[src/rtl/chunk_sequencer.sv]
// Script-driven chunk sequencer: walks a step table, issuing one-cycle next-chunk / finish
// commands to bus control and optionally substituting MISO data for individual chunks.
module chunk_sequencer #(
   parameter int BUF_SIZE         = 9,
   parameter int CHUNK_SIZE_WIDTH = $clog2(BUF_SIZE + 1),
   parameter int STEPS            = 8,
   localparam int STEP_W          = $clog2(STEPS)
) (
   input  logic                        sys_clk,
   input  logic                        rst,
   input  logic                        enable,
   input  logic                        comm_active,
   input  logic                        bus_ready,
   input  logic [BUF_SIZE-1:0]         real_mosi_data,
   input  logic                        cfg_we,
   input  logic [STEP_W-1:0]           cfg_addr,
   input  logic [CHUNK_SIZE_WIDTH-1:0] cfg_size,
   input  logic                        cfg_fake,
   input  logic [BUF_SIZE-1:0]         cfg_data,
   input  logic                        cfg_match_en,
   input  logic [BUF_SIZE-1:0]         cfg_match_val,
   input  logic                        cfg_last,
   output logic                        cmd_next_chunk,
   output logic                        cmd_finish,
   output logic [CHUNK_SIZE_WIDTH-1:0] next_chunk_size,
   output logic                        fake_miso_select,
   output logic [BUF_SIZE-1:0]         fake_miso_data,
   output logic                        busy,
   output logic [STEP_W-1:0]           cur_step,
   output logic                        cfg_err,
   output logic                        aborted
);

   typedef enum logic [2:0] {
      S_IDLE,
      S_ISSUE,
      S_WAIT,
      S_FIN_ISSUE,
      S_FIN_WAIT
   } state_t;

   state_t state, state_nxt;
   logic   armed;

   logic [CHUNK_SIZE_WIDTH-1:0] tbl_size  [STEPS];
   logic                        tbl_fake  [STEPS];
   logic [BUF_SIZE-1:0]         tbl_data  [STEPS];
   logic                        tbl_men   [STEPS];
   logic [BUF_SIZE-1:0]         tbl_mval  [STEPS];
   logic                        tbl_last  [STEPS];

   logic                        start;
   logic [STEP_W-1:0]           step_inc;
   logic [BUF_SIZE-1:0]         size_mask;
   logic                        mismatch;
   logic                        fin_cond;

   logic                        next_chunk_n;
   logic                        finish_n;
   logic [CHUNK_SIZE_WIDTH-1:0] size_n;
   logic                        fsel_n;
   logic [BUF_SIZE-1:0]         fdat_n;
   logic [STEP_W-1:0]           step_n;
   logic                        aborted_n;

   // A session is only ever entered from IDLE after seeing the bus idle while armed.
   assign start    = (state == S_IDLE) && armed && comm_active;
   assign step_inc = cur_step + 1'b1;

   always_comb begin
      size_mask = '0;
      for (int i = 0; i < BUF_SIZE; i++) begin
         size_mask[i] = (i < int'(tbl_size[cur_step]));
      end
   end

   assign mismatch = |((real_mosi_data ^ tbl_mval[cur_step]) & size_mask);
   assign fin_cond = tbl_last[cur_step]
                  || (tbl_men[cur_step] && mismatch)
                  || (cur_step == STEP_W'(STEPS - 1))
                  || (tbl_size[step_inc] == '0);

   always_ff @(posedge sys_clk) begin
      if (rst) begin
         state            <= S_IDLE;
         armed            <= 1'b0;
         cmd_next_chunk   <= 1'b0;
         cmd_finish       <= 1'b0;
         next_chunk_size  <= '0;
         fake_miso_select <= 1'b0;
         fake_miso_data   <= '0;
         busy             <= 1'b0;
         cur_step         <= '0;
         cfg_err          <= 1'b0;
         aborted          <= 1'b0;
         for (int i = 0; i < STEPS; i++) begin
            tbl_size[i] <= '0;
            tbl_fake[i] <= 1'b0;
            tbl_data[i] <= '0;
            tbl_men[i]  <= 1'b0;
            tbl_mval[i] <= '0;
            tbl_last[i] <= 1'b1;
         end
      end else begin
         state            <= state_nxt;
         cmd_next_chunk   <= next_chunk_n;
         cmd_finish       <= finish_n;
         next_chunk_size  <= size_n;
         fake_miso_select <= fsel_n;
         fake_miso_data   <= fdat_n;
         busy             <= (state_nxt != S_IDLE);
         cur_step         <= step_n;
         aborted          <= aborted_n;
         cfg_err          <= cfg_we && (state != S_IDLE);

         if (!enable || start) begin
            armed <= 1'b0;
         end else if (((state == S_IDLE) || (state == S_FIN_WAIT)) && !comm_active) begin
            armed <= 1'b1;
         end

         // The start cycle reads the old entry; the write lands for later sessions.
         if (cfg_we && (state == S_IDLE)) begin
            tbl_size[cfg_addr] <= cfg_size;
            tbl_fake[cfg_addr] <= cfg_fake;
            tbl_data[cfg_addr] <= cfg_data;
            tbl_men[cfg_addr]  <= cfg_match_en;
            tbl_mval[cfg_addr] <= cfg_match_val;
            tbl_last[cfg_addr] <= cfg_last;
         end
      end
   end

   always_comb begin
      state_nxt = state;
      case (state)
         S_IDLE: begin
            if (start) state_nxt = (tbl_size[0] != '0) ? S_ISSUE : S_FIN_ISSUE;
         end
         S_ISSUE:     state_nxt = S_WAIT;
         S_WAIT: begin
            if (bus_ready)        state_nxt = fin_cond ? S_FIN_ISSUE : S_ISSUE;
            else if (!comm_active) state_nxt = S_FIN_WAIT;
         end
         S_FIN_ISSUE: state_nxt = S_FIN_WAIT;
         S_FIN_WAIT: begin
            if (!comm_active) state_nxt = S_IDLE;
         end
         default:     state_nxt = S_IDLE;
      endcase
   end

   always_comb begin
      next_chunk_n = 1'b0;
      finish_n     = 1'b0;
      size_n       = next_chunk_size;
      fsel_n       = fake_miso_select;
      fdat_n       = fake_miso_data;
      step_n       = cur_step;
      aborted_n    = aborted;
      case (state)
         S_IDLE: begin
            if (start) begin
               step_n    = '0;
               aborted_n = 1'b0;
               if (tbl_size[0] != '0) begin
                  size_n       = tbl_size[0];
                  fsel_n       = tbl_fake[0];
                  fdat_n       = tbl_data[0];
                  next_chunk_n = 1'b1;
               end else begin
                  size_n   = '0;
                  fsel_n   = 1'b0;
                  finish_n = 1'b1;
               end
            end
         end
         S_WAIT: begin
            if (bus_ready) begin
               if (fin_cond) begin
                  size_n   = '0;
                  fsel_n   = 1'b0;
                  finish_n = 1'b1;
               end else begin
                  step_n       = step_inc;
                  size_n       = tbl_size[step_inc];
                  fsel_n       = tbl_fake[step_inc];
                  fdat_n       = tbl_data[step_inc];
                  next_chunk_n = 1'b1;
               end
            end else if (!comm_active) begin
               aborted_n = 1'b1;
            end
         end
         S_FIN_WAIT: begin
            if (!comm_active) begin
               size_n = '0;
               fsel_n = 1'b0;
               fdat_n = '0;
               step_n = '0;
            end
         end
         default: ;
      endcase
   end

endmodule

[config.mk]
export PLATFORM = sky130hd
export DESIGN_NAME = chunk_sequencer
export DESIGN_NICKNAME = d
export VERILOG_FILES = /design/src/rtl/chunk_sequencer.sv
export SDC_FILE = /design/constraint.sdc
export NUM_CORES = 1
export LEC_CHECK = 0
export CAP_MARGIN = 15
export CORE_AREA = 2 2 139 141
export CTS_BUF_LIST = sky130_fd_sc_hd__clkbuf_8 sky130_fd_sc_hd__clkbuf_16
export DETAILED_ROUTE_END_ITERATION = 8
export DIE_AREA = 0 0 141 143
export HOLD_SLACK_MARGIN = 0.1
export PLACE_DENSITY = 0.84
export SLEW_MARGIN = 10
export SYNTH_ARGS = -nofsm -noshare
export SYNTH_HDL_FRONTEND = slang
export SYNTH_SLANG_ARGS = --single-unit
[constraint.sdc]
create_clock -name sys_clk -period 4.8 [get_ports sys_clk]
set_input_delay 1.2 -clock sys_clk [delete_from_list [all_inputs] [get_ports sys_clk]]
set_output_delay 1.2 -clock sys_clk [all_outputs]
set_load 0.02 [all_outputs]
# After elaboration in Yosys (flattened, before gate mapping)
# Memories as Yosys holds them, arrays and structs flattened. A register that Yosys moved wholly into a read port is not among the register bits.
# Index checks and enable logic that the tools add are counted.
# totals
n_memories	6
ff_bits	26
word_cells	148
in_bits	43
mem_bits_rw	200
output_inout_bits	22
# op_classes
bitwise	2
add_sub_neg	1
n_reduce_logical	32
n_eq_ne	12
n_mux	75
n_lt_le_gt_ge	9
# memory_table
memory	words	word_bits	read_ports	rd_clocked_by_memory_dff	write_ports	line_no	text
tbl_data	8	9	2	0	8	47	logic [BUF_SIZE-1:0] tbl_data [STEPS];
tbl_mval	8	9	1	1	8	49	logic [BUF_SIZE-1:0] tbl_mval [STEPS];
tbl_size	8	4	3	1	8	45	logic [CHUNK_SIZE_WIDTH-1:0] tbl_size [STEPS];
tbl_fake	8	1	2	0	8	46	logic tbl_fake [STEPS];
tbl_last	8	1	1	1	8	50	logic tbl_last [STEPS];
tbl_men	8	1	1	1	8	48	logic tbl_men [STEPS];
# op_table
operator	count
$mux W3	22
$mux W9	7
$mux W1	30
$pmux W9 S3	1
$reduce_or A9 Y1	3
$mux W4	6
$lt A3 B4 Y1 const A	4
$pmux W3 S5	1
$ne A2 B2 Y1 const B	6
$pmux W4 S3	1
$and A9 B9 Y9	1
$pmux W3 S3	1
$reduce_bool A3 Y1	3
$xor A9 B9 Y9	1
$lt A1 B4 Y1 const A	2
$lt A2 B4 Y1 const A	2
$reduce_and A4 Y1	2
$eq A3 B2 Y1 const B	2
$eq A3 B3 Y1 const B	2
$logic_and A1 B1 Y1	6
$pmux W1 S2	3
$reduce_and A6 Y1	1
$logic_or A1 B1 Y1	5
$reduce_and A5 Y1	1
other kinds (14)	18

# Longest topological paths before layout
# depth
ltp_word	12
depth_mapped	12
depth_no_buf	9

# Least setup slack after synthesis
# Ideal clock, no wire load.
# synth_path
kind	input port to flip-flop
start	in rst
end	mem tbl_data[4][0] (enable)
arrival_ns	3.733
path_buffers	1
setup_ns	0.438
path_slack_ns	0.629
path_stages	6
path_cell_list	clkbuf_1 clkinv_1 nand2_1 nor3_1 nand2b_1 o21ai_0
# synth_rtl
item	line_no	text
start, declared	10	input logic rst,
end, declared	47	

==> impl_results.md <==
* Status: complete, no violations
* RSZ-0062 raised after global routing: false
* CTS sink count at 229
* Via/cell ratio at 6.21
* WHS Endpoint: tbl_last[4]$_DFF_P_
* Post_cts resized at 0
* Die Ht at 143 um
* Crit path DAT at 3.96 ns
* # setup viols final at 0
* YS warnings at 0
* Final wirelength at 25400 um
* Worst min-delay path category: flip-flop to flip-flop
* Core Util, Final at 68.5%
* Fillers at 1258
* Clk_lat worst skew at 0.51 ns
* Nets at 926
* Worst endpoint required time at 5.19 ns
* Post-synthesis instance total at 816
* Port bufs at 64
* R2R cell count at 9
* Fin. Hold Viols at 0
* Antenna viol nets, final at 0
* Cts hold-fix bufs at 0
* Vias in the first global route at 7011
* Post-synth EDFFs at 192
* Syn Area/Cell at 13.5 sq um
* VDD IR max at 0.000209 V
* Maxcap violations at 0
* Worst-path clk slew at 0.06 ns
* Pre-CTS WS at 1.23 ns
* Cell Pwr Density at 340 mW/mm^2
* Synth area leader: edfxtp_1
* Largest net degree at the start of global routing at 31
* Highest Clock Rate at 280 MHz
* WL/cell at 22.4 um
* PnR worst setup slack at 1.23 ns
* DR top layer: met4
* Setup Buffers After CTS at 0
* Clock buffer depth at 3
* Adder-cell area share of the yosys netlist at 0.227%
* Compound-gate portion of the synthesized area at 6.72%
* Num CTS Buffers at 24
* Gr usage total at 25.8%
* CP max FO at 17
* Hold Path Stages at 2
* Setup slack, reg-to-reg at 1.23 ns
* # rows at 50
* 1st-iter DRT viols at 654
* IO Pins at 65
* Die area at 0.0202 sq mm
* Area contributors post-synth: edfxtp_1, and2_1, mux4_2
* Setup TNS at 0 ns
* Share of layout cells above drive strength 1 at 16.2%
* DR vias at 7021
* Synth Area in XOR/XNOR at 0.397%
* Seq/Total Area, Yosys at 59.0%
* Simple-gate share of the synthesized area at 17.0%
* Placed cell areas at 0.0120 sq mm
* DRC errors left at 0
* Final worst-path cycle share at 74.4%
* Starting density of the core at 59.4%
* Synthesis-stage register bit count at 229
* Max H-tree Level at 1
* Most frequent cells in the layout: and2_1, edfxtp_1, clkdlybuf4s50_1
* Synth top area share at 52.2%
* First-pass GRT wire length at 39500 um
* Initial antenna violation count at 0
* Hpwl dp at 15900 um
* # diodes at 0
* Crit end category: flip-flop
* Most used DFF post-synth: edfxtp_1
* Final Instance Area at 0.0127 sq mm
* Core box area at 0.0186 sq mm
* CP startpoint kind: flip-flop
* Mux share of post-synthesis cell area at 14.2%
* DIE WIDTH at 141 um
* Setup Skew at 0.0110 ns
* Kind of critical path: flip-flop to flip-flop
* Syn Nets at 861
* Routed wl met2 at 12100 um
* Rel. slew slack at 41.0%
* Crit Reg-Reg Endpoint: fake_miso_data[6]$_SDFFE_PP0P_
* Worst-margin pin slew at 0.885 ns
* Leakage at 4.46 nW
* Met1 WL at 10300 um
* Clk root buf: clkbuf_16
* Async SR Flop Fraction at 0%
* CTS tree: yes
* Gp weighted congestion at 0.821
* Slew Limit Fails at 0
* GR Overflow Total at 0
* DRT Pass-1 Iters at 5
* Hold Path Origin: tbl_last[4]$_DFF_P_
* Synth cell types at 61
* Min cycle time layout at 3.57 ns
* Synth-to-Final Area Change at 15.4%
* Most common cell after layout, fill and taps aside: and2_1
* Mapped Area at 0.0110 sq mm
* Metal3 WL at 2350 um
* Largest family of logic cells by synthesized area: simple AND/OR/NAND/NOR gates
-- sequential cells by signal (all words and copies together), names as in the netlist, 3 cells and up, named ones only --
name / flops
tbl_last: 8
tbl_mval: 72
tbl_men: 8
fake_miso_data: 9
cur_step: 3
tbl_size: 32
state: 3
tbl_fake: 8
next_chunk_size: 4
tbl_data: 72
-- metal layers --
metal	global-route usage [%]	vias up
met5	0	-
met4	8.63	0
met3	4.46	47
met2	42.1	366
met1	35.6	3461
li1	-	3147
-- worst max-delay path by stage --
stage                         start                              to  slack, ns
after detailed placement        rst    tbl_data[3][8]$_SDFFCE_PN0P_       1.23
after CTS                 flip-flop  fake_miso_data[6]$_SDFFE_PP0P_       1.25
final                     flip-flop  fake_miso_data[6]$_SDFFE_PP0P_       1.23
after global routing      flip-flop             state[1]$_SDFF_PP0_       1.09
after floorplan                 rst    tbl_data[4][0]$_SDFFCE_PN0P_       0.63
after global placement          rst    tbl_mval[3][7]$_SDFFCE_PN0P_       1.26
-- report_power, final --
group | internal (mW) | switching (mW)
clock | 1.04 | 0.726
combinational | 0.120 | 0.175
sequential | 2.24 | 0.0348
-- Yosys cell counts (3+ instances only) --
cell type	n
or2_2	4
nor3_1	5
nand3_1	25
buf_4	5
o21a_1	3
clkbuf_1	35
xor2_1	5
a22o_1	4
o21ai_0	30
mux4_2	46
buf_1	5
dfxtp_1	37
and2_1	198
edfxtp_1	192
nand2b_1	7
nor2_1	47
mux2_2	7
nand3b_1	3
mux2i_1	41
nand2_1	18
o21ai_1	5
inv_1	7
a22oi_1	9
buf_6	4
a21oi_1	19
o211ai_2	9
nor2b_1	4
-- layout make-up --
cell class / count / area (sq um) / area share [%]
inverters: 8 / 30.0 / 0.236
repair buffers: 90 / 861 / 6.76
flip-flops and latches: 229 / 6510 / 51.1
clock inverters: 17 / 119 / 0.934
clock buffers: 25 / 626 / 4.91
multi-input cells: 528 / 4300 / 33.7
well taps: 234 / 293 / 2.30
-- kinds of logic (layout without fill, tap and decap cells) --
kind of cell / Yosys count / in the layout
and+or+nand+nor: 324 / 324
AOI/OAI and AO/OA: 101 / 101
buffers and inverters: 59 / 140
DFF: 229 / 229
muxes: 96 / 96
adders and majority gates: 2 / 2
xor gates and xnor gates: 5 / 5
-- metrics by stage --
| stage | total power, mW | hold WS (ns) | std cells |
|---|---|---|---|
| final | 4.33 | 0.495 | 1131 |
| after global routing | 4.44 | 0.527 | 1131 |
| after CTS | 4.34 | 0.498 | 1131 |
| after detailed placement | 2.60 | 0.495 | 1089 |
| after global placement | 2.59 | 0.478 | 1089 |
| after floorplan | 2.46 | 0.465 | 816 |
-- worst max-delay path: stages, from the launching register on --
cell and delay [ns]:
dfxtp_1 0.72, buf_4 0.38, mux4_2 0.34, mux2_2 0.33, nor2_1 0.20, a211oi_1 0.12
a211oi_2 0.52, a31oi_4 0.26, o22ai_4 0.42, o211ai_2 0.14
(Power assumes the default switching activity.)
==> RTL change 1: new RTL, same settings <==
The 5 states of `state_t` get a one-hot encoding in 5 bits.
--- a/src/rtl/chunk_sequencer.sv
+++ b/src/rtl/chunk_sequencer.sv
@@ -33,8 +33,8 @@
 
-   typedef enum logic [2:0] {
-      S_IDLE,
-      S_ISSUE,
-      S_WAIT,
-      S_FIN_ISSUE,
-      S_FIN_WAIT
+   typedef enum logic [4:0] {
+      S_IDLE      = 5'b00001,
+      S_ISSUE     = 5'b00010,
+      S_WAIT      = 5'b00100,
+      S_FIN_ISSUE = 5'b01000,
+      S_FIN_WAIT  = 5'b10000
    } state_t;
Check against the original RTL: same outputs for any inputs over 4 cycles, from zero or initial values and one cycle with rst high; so few cycles prove little.
==> RTL change 1 against the unedited design <==
- first-iteration DRC count is 5.7% higher
- via count is 1.1% lower
- setup slack worse by 160 ps
- die area is the same
- clock skew down 2.1 ps
- routed wire length is 1.2% higher
- fmax fell by 4.4%
- critical path depth up 1
- area after synthesis fell by 1.3%
- sequential cell count up 2
- power is 1.7% higher
- cell area is 1.5% lower
- largest cell class unchanged
==> RTL change 1: results (changes against the unedited design) <==
{| class="wikitable"
! Metric !! Value
|-
| Largest vdd supply drop || 207 uV (-0.69%)
|-
| Wire length of the first global-routing pass || 39.1 mm (-1.0%)
|-
| 1st-pass router iterations || 5 (unchanged)
|-
| Worst-case clock skew || 8.87 ps (-2.12 ps)
|-
| Arrival time at the worst endpoint || 4160 ps (+200 ps)
|-
| Most used standard cells in the synthesized netlist || 195 x sky130_fd_sc_hd__and2_1, 192 x sky130_fd_sc_hd__edfxtp_1, 39 x sky130_fd_sc_hd__dfxtp_1
|-
| Iter 0 DRT Violations || 691 (+5.7%)
|-
| Outcome || completed
|-
| Number of distinct library cells after synthesis || 57 (-6.6%)
|-
| EDFF count, synth || 192 (unchanged)
|-
| Vias in the first global route || 6896 (-1.6%)
|-
| Proportion of layout cells with a drive suffix above 1 || 14.9% (-1.2 points)
|-
| Largest net degree at the start of global routing || 42 (+35%)
|-
| Total global-route track usage || 25.9% (+0.10 points)
|-
| Static Leakage || 0.00443 uW (-0.60%)
|-
| Vias per cell || 6.28 (+1.2%)
|-
| Count of synthesis-stage warnings from yosys || 0 (unchanged)
|-
| Layout Nets || 898 (-3.0%)
|-
| Clk Latency, worst-skew pair || approximately 520 ps
|-
| Sequential-to-total area share from yosys stat || 60.1% (+1.2 points)
|-
| Dominant cells by area after synthesis || sky130_fd_sc_hd__edfxtp_1 53%, sky130_fd_sc_hd__and2_1 11%, sky130_fd_sc_hd__mux4_2 7.2%
|-
| Longest Clk Path Bufs || 3 (unchanged)
|-
| Count of filler cells inserted in the layout || 1271 (+1.0%)
|-
| Setup Buffers After CTS || 0 (unchanged)
|-
| Half-perimeter wire length of the detailed placement result || 15.3 mm (-3.6%)
|-
| Maximum single-stage delay on the critical path || 740 ps (+20 ps)
|-
| Max FO, Critical Path || 16 (-1)
|-
| Transition at the pin with the smallest max-transition slack || 1120 ps (+238 ps)
|-
| Clk Tree Root Cell || sky130_fd_sc_hd__clkbuf_16
|-
| Net count after synthesis || 841 (-2.3%)
|-
| Routed length per placed instance || 23.2 um (+3.6%)
|-
| Master of the slowest instance on the critical path || sky130_fd_sc_hd__nor2b_1
|-
| Placer congestion estimate || 0.833 (+1.5%)
|}
==> RTL change 1: tightest hold or removal path, delay by kind of cell, from the launching register on <==
family           cells  cell delay (ps)
AND/OR/NAND/NOR      1               80
flip-flops           1              310
AO/OA/AOI/OAI        1               70
==> RTL change 1: path summary, 6_finish.rpt <==
kind / cells past startpoint / startpoint / slack (ps) / to
worst max-delay path: 10 / register / 1070 / fake_miso_data[4]$_SDFFE_PP0P_
worst min-delay path: 2 / tbl_last[3]$_DFF_P_ / 510 / tbl_last[3]$_DFF_P_
worst max register to register: 10 / register / 1070 / fake_miso_data[4]$_SDFFE_PP0P_
worst min register to register: 2 / tbl_last[3]$_DFF_P_ / 510 / tbl_last[3]$_DFF_P_
==> RTL change 1: metal layers <==
layer	wire length, um	up-vias	GRT usage (%)
li1	-	3084	-
met4	582	0	8.16
met3	2320	50	4.53
met5	0	-	0
met1	10400	3452	35.1
met2	12400	355	43.1
==> RTL change 1: final cells by class <==
class                           instances  area [um^2]  share of cell area [%]
Clock buffer                           25          626                    4.99
Clock inverter                         19          164                    1.31
Inverter                                5         18.8                   0.150
Multi-Input combinational cell        508         4110                    32.8
Sequential cell                       231         6550                    52.2
Tap cell                              234          293                    2.33
Timing Repair Buffer                   83          783                    6.24
==> RTL change 1: per-stage QoR <==
step	instances	total power [uW]	worst slack [ps]	instance area [um^2]	utilization (%)
after floorplan	796	2460	1630	10900	-
after global placement	1061	2580	1050	11800	63.3
after detailed placement	1061	2590	1010	11800	63.3
after CTS	1105	4420	1110	12500	67.5
after global routing	1105	4520	810	12500	67.5
final	1105	4410	1070	12500	67.5
==> RTL change 1: power breakdown <==
group | total [uW] | internal [uW] | switching (uW)
registers | 2290 | 2250 | 32.1
logic | 269 | 110 | 160
clock network | 1850 | 1100 | 752
==> RTL change 1: kinds of logic after synthesis <==
| logic type | Yosys count | synth area share (%) |
|---|---|---|
| AO/OA/AOI/OAI | 100 | 6.56 |
| multiplexers | 94 | 13.9 |
| XOR/XNOR | 5 | 0.402 |
| flip-flops | 231 | 60.1 |
| AND/OR/NAND/NOR | 307 | 16.4 |
| adder cells (fa/ha/maj) | 2 | 0.230 |
| buffers and inverters | 57 | 2.39 |
==> RTL change 2: new RTL, same flow settings <==
Made on the original files. Set the parameter `BUF_SIZE` to 10 (it was 9).
--- a/src/rtl/chunk_sequencer.sv
+++ b/src/rtl/chunk_sequencer.sv
@@ -3,3 +3,3 @@
 module chunk_sequencer #(
-   parameter int BUF_SIZE         = 9,
+   parameter int BUF_SIZE         = 10,
    parameter int CHUNK_SIZE_WIDTH = $clog2(BUF_SIZE + 1),
Ports: changed (resized cfg_data, cfg_match_val, fake_miso_data and real_mosi_data); port bits go from 65 to 69. No check against the original RTL was run, so the function may have changed too.
==> RTL change 2 against the unedited design <==
- area after synthesis up 6.0%
- setup slack worse by 200 ps
- cell area up 4.7%
- clock power up 6%
- routed wire length up 6.6%
- power up 5.6%
- sequential cell count up 17
- critical endpoint is now fake_miso_data[9]$_SDFFE_PP0P_
==> RTL change 2: results (changes against the unedited design) <==
{| class="wikitable"
! Metric !! Value
|-
| Transition at the pin with the smallest max-transition slack || 920 ps (+34.8 ps)
|-
| Arrival time at the worst endpoint || 4180 ps (+220 ps)
|-
| Count of port buffers added during placement || 68 (+6.3%)
|-
| Number of cells traversed by the worst register-to-register path || 10 (+1)
|-
| Master of the slowest instance on the critical path || sky130_fd_sc_hd__or3_1
|-
| Layout Nets || 965 (+4.2%)
|-
| Dominant cells by area after synthesis || sky130_fd_sc_hd__edfxtp_1 53%, sky130_fd_sc_hd__and2_1 11%, sky130_fd_sc_hd__mux4_2 8.1%
|-
| Number of instances in the synthesized netlist || 863 (+5.8%)
|-
| Count of filler cells inserted in the layout || 1211 (-3.7%)
|-
| Max FO, Critical Path || 35 (+18)
|-
| Met3 Routed Length || 2.35 mm (+0.17%)
|-
| Outcome || completed
|-
| DP Worst Slack || 936 ps (-296 ps)
|-
| Total length of routed wires || 27.0 mm (+6.6%)
|-
| Switching Share || 21.8% (+0.21 points)
|-
| Vias in the first global route || 7314 (+4.3%)
|-
| Origin of the worst min-delay path || next_chunk_size[2]$_SDFFE_PP0P_
|-
| Via total after detailed routing || 7368 (+4.9%)
|-
| Combinational Power || 283 uW (-4%)
|-
| Total global-route track usage || 27.6% (+1.8 points)
|-
| R2R setup slack || 1030 ps (-200 ps)
|-
| Maximum single-stage delay on the critical path || 680 ps (-40 ps)
|-
| Placed instance count || 1124 (+3.2%)
|-
| EDFF count, synth || 208 (+8.3%)
|-
| Placer congestion estimate || 0.855 (+4.2%)
|-
| Cell Area, Placed || 12600 um^2 (+4.7%)
|-
| Net count after synthesis || 911 (+5.8%)
|-
| Post-route met1 wirelength || 11.1 mm (+7.2%)
|-
| Number of distinct library cells after synthesis || 60 (-1.6%)
|-
| Crit Reg-Reg Endpoint || fake_miso_data[9]$_SDFFE_PP0P_
|-
| Fraction of met1 tracks used by global routing || 39.1% (+3.6 points)
|-
| Most used standard cells in the synthesized netlist || 210 x sky130_fd_sc_hd__and2_1, 208 x sky130_fd_sc_hd__edfxtp_1, 59 x sky130_fd_sc_hd__nor2_1
|-
| Hold Crit Endpoint || next_chunk_size[2]$_SDFFE_PP0P_
|-
| M2 GR Usage || 44.9% (+2.8 points)
|}
## RTL change 2: cell families after synthesis
family          count (synthesis)  synth area share [%]
fa+ha+maj                       2                 0.214
flops                         246                  59.9
mux                           111                  15.0
compound gates                 75                  4.37
buf+inv                        61                  2.31
xor+xnor                        8                 0.599
simple gates                  360                  17.6
## RTL change 2: final cells by class
cell class	count	area [um^2]	share of cell area [%]
inverter	4	15.0	0.113
timing repair buffer	84	796	5.97
tap	234	293	2.20
multi-input combinational	556	4440	33.3
sequential	246	7010	52.6
clock buffer	29	681	5.10
clock inverter	15	97.6	0.732
## RTL change 2: worst max-delay path by stage
stage	end	slack, ps	cells past startpoint
floorplan	fake_miso_data[0]$_SDFFE_PP0P_	1610	11
global placement	fake_miso_data[5]$_SDFFE_PP0P_	990	7
detailed placement	fake_miso_data[5]$_SDFFE_PP0P_	940	8
CTS	fake_miso_data[9]$_SDFFE_PP0P_	1030	9
global route	fake_miso_data[9]$_SDFFE_PP0P_	850	10
finish	fake_miso_data[9]$_SDFFE_PP0P_	1030	10
